**src/rtl/uart_rx_loader.sv**
```systemverilog
// rtl/uart_rx_loader.sv - 8N1 UART receiver packing 16-byte groups into 128-bit SDRAM writes
module uart_rx_loader #(
  parameter int          CLKS_PER_BIT    = 434,
  parameter logic [17:0] WORDS_PER_FRAME = 18'h9600
) (
  input  logic         clk,
  input  logic         rst_n,
  input  logic         RX,
  input  logic         start,
  input  logic [24:0]  base_addr,
  input  logic         ram_busy,
  output logic         wr_req,
  output logic [24:0]  wr_address,
  output logic [127:0] wr_data,
  output logic         done,
  output logic         frame_err,
  output logic         overflow,
  output logic         busy_led
);

  localparam logic [15:0] BIT_LAST  = 16'(CLKS_PER_BIT - 1);
  localparam logic [15:0] HALF_LAST = 16'(CLKS_PER_BIT / 2 - 1);

  typedef enum logic [1:0] {RX_IDLE, RX_START, RX_DATA, RX_STOP} rx_state_t;
  typedef enum logic [1:0] {IDLE, COLLECT, WRITE, DONE} ld_state_t;

  logic          rx_meta_q, rx_sync_q, rx_prev_q;
  rx_state_t     rx_state_q, rx_state_d;
  logic [15:0]   rx_cnt_q, rx_cnt_d;
  logic [2:0]    rx_bit_q, rx_bit_d;
  logic [7:0]    rx_shift_q, rx_shift_d;
  logic          byte_valid_q, byte_valid_d;
  logic          bad_stop_q, bad_stop_d;

  ld_state_t     ld_state_q, ld_state_d;
  logic          start_q;
  logic [3:0]    byte_idx_q, byte_idx_d;
  logic [17:0]   word_cnt_q, word_cnt_d;
  logic [127:0]  asm_q, asm_d;
  logic [127:0]  hold_q, hold_d;
  logic          pending_q, pending_d;
  logic [24:0]   addr_q, addr_d;
  logic          frame_err_q, frame_err_d;
  logic          overflow_q, overflow_d;
  logic          busy_q, busy_d;

  always_comb begin
    rx_state_d   = rx_state_q;
    rx_cnt_d     = rx_cnt_q + 16'd1;
    rx_bit_d     = rx_bit_q;
    rx_shift_d   = rx_shift_q;
    byte_valid_d = 1'b0;
    bad_stop_d   = 1'b0;
    case (rx_state_q)
      RX_IDLE: begin
        rx_cnt_d = 16'd0;
        if (rx_prev_q && !rx_sync_q) rx_state_d = RX_START;
      end
      RX_START: begin
        if (rx_cnt_q == HALF_LAST) begin
          rx_cnt_d   = 16'd0;
          rx_bit_d   = 3'd0;
          rx_state_d = rx_sync_q ? RX_IDLE : RX_DATA;
        end
      end
      RX_DATA: begin
        if (rx_cnt_q == BIT_LAST) begin
          rx_cnt_d   = 16'd0;
          rx_shift_d = {rx_sync_q, rx_shift_q[7:1]};
          rx_bit_d   = rx_bit_q + 3'd1;
          if (rx_bit_q == 3'd7) rx_state_d = RX_STOP;
        end
      end
      RX_STOP: begin
        if (rx_cnt_q == BIT_LAST) begin
          byte_valid_d = rx_sync_q;
          bad_stop_d   = !rx_sync_q;
          rx_state_d   = RX_IDLE;
        end
      end
      default: rx_state_d = RX_IDLE;
    endcase
  end

  // Request is gated combinationally so it fires on the first ram_busy=0 cycle.
  assign wr_req = (ld_state_q == WRITE) && pending_q && !ram_busy;

  always_comb begin
    ld_state_d  = ld_state_q;
    byte_idx_d  = byte_idx_q;
    word_cnt_d  = word_cnt_q;
    asm_d       = asm_q;
    hold_d      = hold_q;
    pending_d   = pending_q;
    addr_d      = addr_q;
    frame_err_d = frame_err_q || bad_stop_q;
    overflow_d  = overflow_q;
    busy_d      = busy_q;
    case (ld_state_q)
      IDLE: begin
        if (start && !start_q) begin
          addr_d      = base_addr;
          byte_idx_d  = 4'd0;
          word_cnt_d  = 18'd0;
          frame_err_d = 1'b0;
          overflow_d  = 1'b0;
          pending_d   = 1'b0;
          busy_d      = 1'b1;
          ld_state_d  = COLLECT;
        end
      end
      COLLECT, WRITE: begin
        if (wr_req) begin
          pending_d = 1'b0;
          addr_d    = addr_q + 25'd4;
        end
        if (byte_valid_q) begin
          asm_d[{byte_idx_q, 3'b000} +: 8] = rx_shift_q;
          byte_idx_d = byte_idx_q + 4'd1;
          if (byte_idx_q == 4'd15) begin
            // A word still waiting for the RAM cannot be replaced; the new one is lost.
            if (pending_q && !wr_req) begin
              overflow_d = 1'b1;
            end else begin
              hold_d     = {rx_shift_q, asm_q[119:0]};
              pending_d  = 1'b1;
              word_cnt_d = word_cnt_q + 18'd1;
            end
          end
        end
        if (wr_req && word_cnt_q == WORDS_PER_FRAME) begin
          pending_d  = 1'b0;
          ld_state_d = DONE;
        end else if (pending_d) begin
          ld_state_d = WRITE;
        end else begin
          ld_state_d = COLLECT;
        end
      end
      DONE: begin
        busy_d     = 1'b0;
        ld_state_d = IDLE;
      end
      default: ld_state_d = IDLE;
    endcase
  end

  always_ff @(posedge clk or negedge rst_n) begin
    if (!rst_n) begin
      rx_meta_q    <= 1'b1;
      rx_sync_q    <= 1'b1;
      rx_prev_q    <= 1'b1;
      rx_state_q   <= RX_IDLE;
      rx_cnt_q     <= 16'd0;
      rx_bit_q     <= 3'd0;
      rx_shift_q   <= 8'd0;
      byte_valid_q <= 1'b0;
      bad_stop_q   <= 1'b0;
      ld_state_q   <= IDLE;
      start_q      <= 1'b0;
      byte_idx_q   <= 4'd0;
      word_cnt_q   <= 18'd0;
      asm_q        <= 128'd0;
      hold_q       <= 128'd0;
      pending_q    <= 1'b0;
      addr_q       <= 25'd0;
      frame_err_q  <= 1'b0;
      overflow_q   <= 1'b0;
      busy_q       <= 1'b0;
    end else begin
      rx_meta_q    <= RX;
      rx_sync_q    <= rx_meta_q;
      rx_prev_q    <= rx_sync_q;
      rx_state_q   <= rx_state_d;
      rx_cnt_q     <= rx_cnt_d;
      rx_bit_q     <= rx_bit_d;
      rx_shift_q   <= rx_shift_d;
      byte_valid_q <= byte_valid_d;
      bad_stop_q   <= bad_stop_d;
      ld_state_q   <= ld_state_d;
      start_q      <= start;
      byte_idx_q   <= byte_idx_d;
      word_cnt_q   <= word_cnt_d;
      asm_q        <= asm_d;
      hold_q       <= hold_d;
      pending_q    <= pending_d;
      addr_q       <= addr_d;
      frame_err_q  <= frame_err_d;
      overflow_q   <= overflow_d;
      busy_q       <= busy_d;
    end
  end

  assign wr_address = addr_q;
  assign wr_data    = hold_q;
  assign done       = (ld_state_q == DONE);
  assign frame_err  = frame_err_q;
  assign overflow   = overflow_q;
  assign busy_led   = !busy_q;

endmodule
```
**config.mk**
```make
export PLATFORM = sky130hd
export DESIGN_NAME = uart_rx_loader
export DESIGN_NICKNAME = d
export VERILOG_FILES = /design/src/rtl/uart_rx_loader.sv
export SDC_FILE = /design/constraint.sdc
export NUM_CORES = 1
export LEC_CHECK = 0
export CORE_ASPECT_RATIO = 2
export CORE_MARGIN = 2
export CORE_UTILIZATION = 52
export CTS_BUF_LIST = sky130_fd_sc_hd__clkbuf_4 sky130_fd_sc_hd__clkbuf_8
export DETAILED_ROUTE_END_ITERATION = 16
export HOLD_SLACK_MARGIN = 0.05
export MAX_ROUTING_LAYER = met4
export PLACE_DENSITY = 0.76
export SETUP_SLACK_MARGIN = 0.05
export SLEW_MARGIN = 0
export SYNTH_ARGS = -nofsm -noshare
export SYNTH_HDL_FRONTEND = slang
export SYNTH_SLANG_ARGS = --single-unit
```
**constraint.sdc**
```tcl
create_clock -name clk -period 6.04 [get_ports clk]
set_input_delay 0.906 -clock clk [delete_from_list [all_inputs] [get_ports clk]]
set_output_delay 0.906 -clock clk [all_outputs]
set_load 0.05 [all_outputs]
```
==> results.ini <==
[clock_tree]
ctsHoldBuffers=0
post_cts_buffers=0
cts_made_buffers=46
cts-root-buf=clkbuf_8
cts_htree_levels=2
cts_resized=0
ctsLongestPathBuffers=3
clk_pin_slew_ns=0.06
worstSkewPairLatency_ns=0.56
cts_tree=yes
numClockSinks=336

[routing]
via_count=9318
firstDrtPassIters=5
ant_nets=0
wl_per_cell_um=18.6
drt_iter0_drc=638
wl_um=31000
via_per_inst=5.58
drcViolationCount=0

[critical_path]
cp_slowest_cell=clkdlybuf4s50_1
crit_type=in2out
cp_data_required_time_ns=5.13
path_max_fanout=4
cpMostUsedCell=clkdlybuf4s50_1
startpoint_type=primary input
crit_path_end_kind=output pin
path_cells=clkdlybuf4s50_1, nand3b_1, inv_1, clkdlybuf4s50_1
cpPeakStageDelay_ns=0.80
cp.arrival_ns=2.49

[placed_design]
placed_area_um2=16200
hpwl_um=19900
port_buffers=187
gp_congestion=0.863

[power_and_ir_drop]
power_density_nw_per_um2=260
total_power_w=0.00448
ir_worst_vdd_uv=208
power_leakage_nw=8.16

[synthesis]
synth_area_um2=14000
syn_area_per_cell_um2=12.8
synth_nets=1137
synth_compound_area_share_pct=4.75
synth-main-ff-cell=dfrtp_1
synthMuxAreaShare_pct=19.8
yosysWarnings=0
synth_fa_ha_area_share_pct=1.16
netlist_instances=1094
ys_types=60
synthXorXnorAreaFrac_pct=1.81
synth-seq-cells=336
ys_seq_area_share_pct=60.0
synth-simple-area-share_pct=10.3
synth-edff-count=0
synth_top_family_by_area=multiplexers
async_reset_ff_share_pct=100

[timing]
slew_viol_final=0
tightest_slew_ns=1.09
hold_viol=0
worst_hold_slack_ns=0.340
grt_setup_unrepaired=false
fmax_mhz=295
period_share_pct=56.2
finalSetupViolCount=0
slew_headroom_pct=27.0
fin_tns_setup_ns=0
clock_skew_ns=0.0138
min_period_ns=3.39

[global_route]
grt_first_pass_wirelength_um=51600
grt_pass1_vias=9626
grt_max_degree=190
gr-total-overflow=0
grt_usage_pct=23.2
antenna_found_initial=0

[cells_and_area]
final_cell_mix=dfrtp_1 (333), mux2_2 (238), clkdlybuf4s50_1 (186)
design_area_um2=17300
layout.nets=1331
layout-drive-gt1-share_pct=26.1
diodes=0
syn_to_final_growth_pct=23.2
final_common_cell=dfrtp_1
fin_util_pct=64.7

[status]
outcome=finished, final reports clean

[die]
io_pins=188
fp.dieH_um=236
rows=85
die_w_um=120
core_um2=26700
die_area_um2=28400
start_util_pct=52.5

[flow_run]
maxCapViolCount=0

[worst_hold_path]
hold_class=in2async

## report_power, final
part           internal, W  switching (W)  total, W
registers          0.00229      0.0000487   0.00234
logic            0.0000883       0.000166  0.000255
clock network      0.00107       0.000820   0.00189
## registers in the layout (all words and copies together), names as in the netlist, 2 cells and up, named ones only
| signal | cells |
|---|---|
| rx_cnt_q | 16 |
| word_cnt_q | 18 |
| byte_idx_q | 4 |
| ld_state_q | 2 |
| wr_address | 25 |
| asm_q | 120 |
| rx_shift_q | 8 |
| rx_bit_q | 3 |
| wr_data | 128 |
## worst max-delay path: cells and delay by family
kind / cells / cell delay [ns]
simple gates: 1 / 0.25
buf+inv: 3 / 1.32
## area by class of cell
cell class,count,area [um^2]
well taps,348,435
clock inverters,8,92.6
clock buffers,73,942
flip-flops and latches,336,8410
multi-input cells,680,5330
repair buffers,194,1950
fillers,2000,9420
inverters,30,113
## metrics by stage
step,cells,worst slack (ns)
after global placement,1588,2.66
after global routing,1669,2.45
final,1669,2.65
after detailed placement,1588,2.64
after floorplan,1094,3.46
after CTS,1669,2.64
## cells in the mapped netlist, types with 2 or more instances
library cell / n / area share, %
nand2_1: 69 / 1.8
mux2_2: 238 / 19
a311oi_1: 3 / 0.19
a31o_2: 3 / 0.19
dfstp_2: 3 / 0.56
clkbuf_1: 41 / 1.1
nor4_1: 7 / 0.31
buf_1: 4 / 0.11
nor3b_1: 5 / 0.27
nor2_1: 58 / 1.6
nand4_1: 20 / 0.89
inv_1: 30 / 0.80
ha_1: 13 / 1.2
o22ai_1: 21 / 0.94
nand3b_1: 3 / 0.16
and4_1: 2 / 0.12
buf_2: 2 / 0.071
mux2i_1: 9 / 0.64
nand2b_1: 6 / 0.27
nand3_1: 41 / 1.5
o21ai_0: 40 / 1.4
xor2_1: 22 / 1.4
nor3_1: 11 / 0.39
o31ai_1: 2 / 0.11
or4_1: 2 / 0.11
xnor2_1: 7 / 0.44
nand4_2: 2 / 0.18
dfrtp_1: 333 / 59
a21oi_1: 29 / 1.0
or3_1: 6 / 0.27
and3_1: 13 / 0.58
and2_1: 19 / 0.85
a211oi_1: 3 / 0.16
## final timing paths
path | start | end | slack (ns) | depth (start not counted)
worst max-delay path | ram_busy | wr_req | 2.65 | 4
worst min-delay path | rst_n | wr_address[11]$_DFFE_PN0P_ | 0.34 | 1
worst max register to register | byte_idx_q[0]$_DFFE_PN0P_ | asm_q[72]$_DFFE_PN0P_ | 2.76 | 7
worst min register to register | rx_meta_q$_DFF_PN1_ | rx_sync_q$_DFF_PN1_ | 0.35 | 0
max in group asynchronous | rst_n | asm_q[84]$_DFFE_PN0P_ | 4.21 | 2
min in group clk | rx_meta_q$_DFF_PN1_ | rx_sync_q$_DFF_PN1_ | 0.35 | 0
## cells by family after synthesis
group | count (synthesis)
simple gates | 277
flops | 336
mux | 248
xor+xnor | 29
compound gates | 113
buf+inv | 78
fa+ha+maj | 13
## metal layers
layer  vias up  track usage [%]  wire length [um]
met4         0             6.88               753
met5         -                -                 0
met1      4716             31.2             13400
li1       4261                -                 -
met3        57             3.14              1510
met2       284             36.9             15400
(Power assumes the default switching activity.)
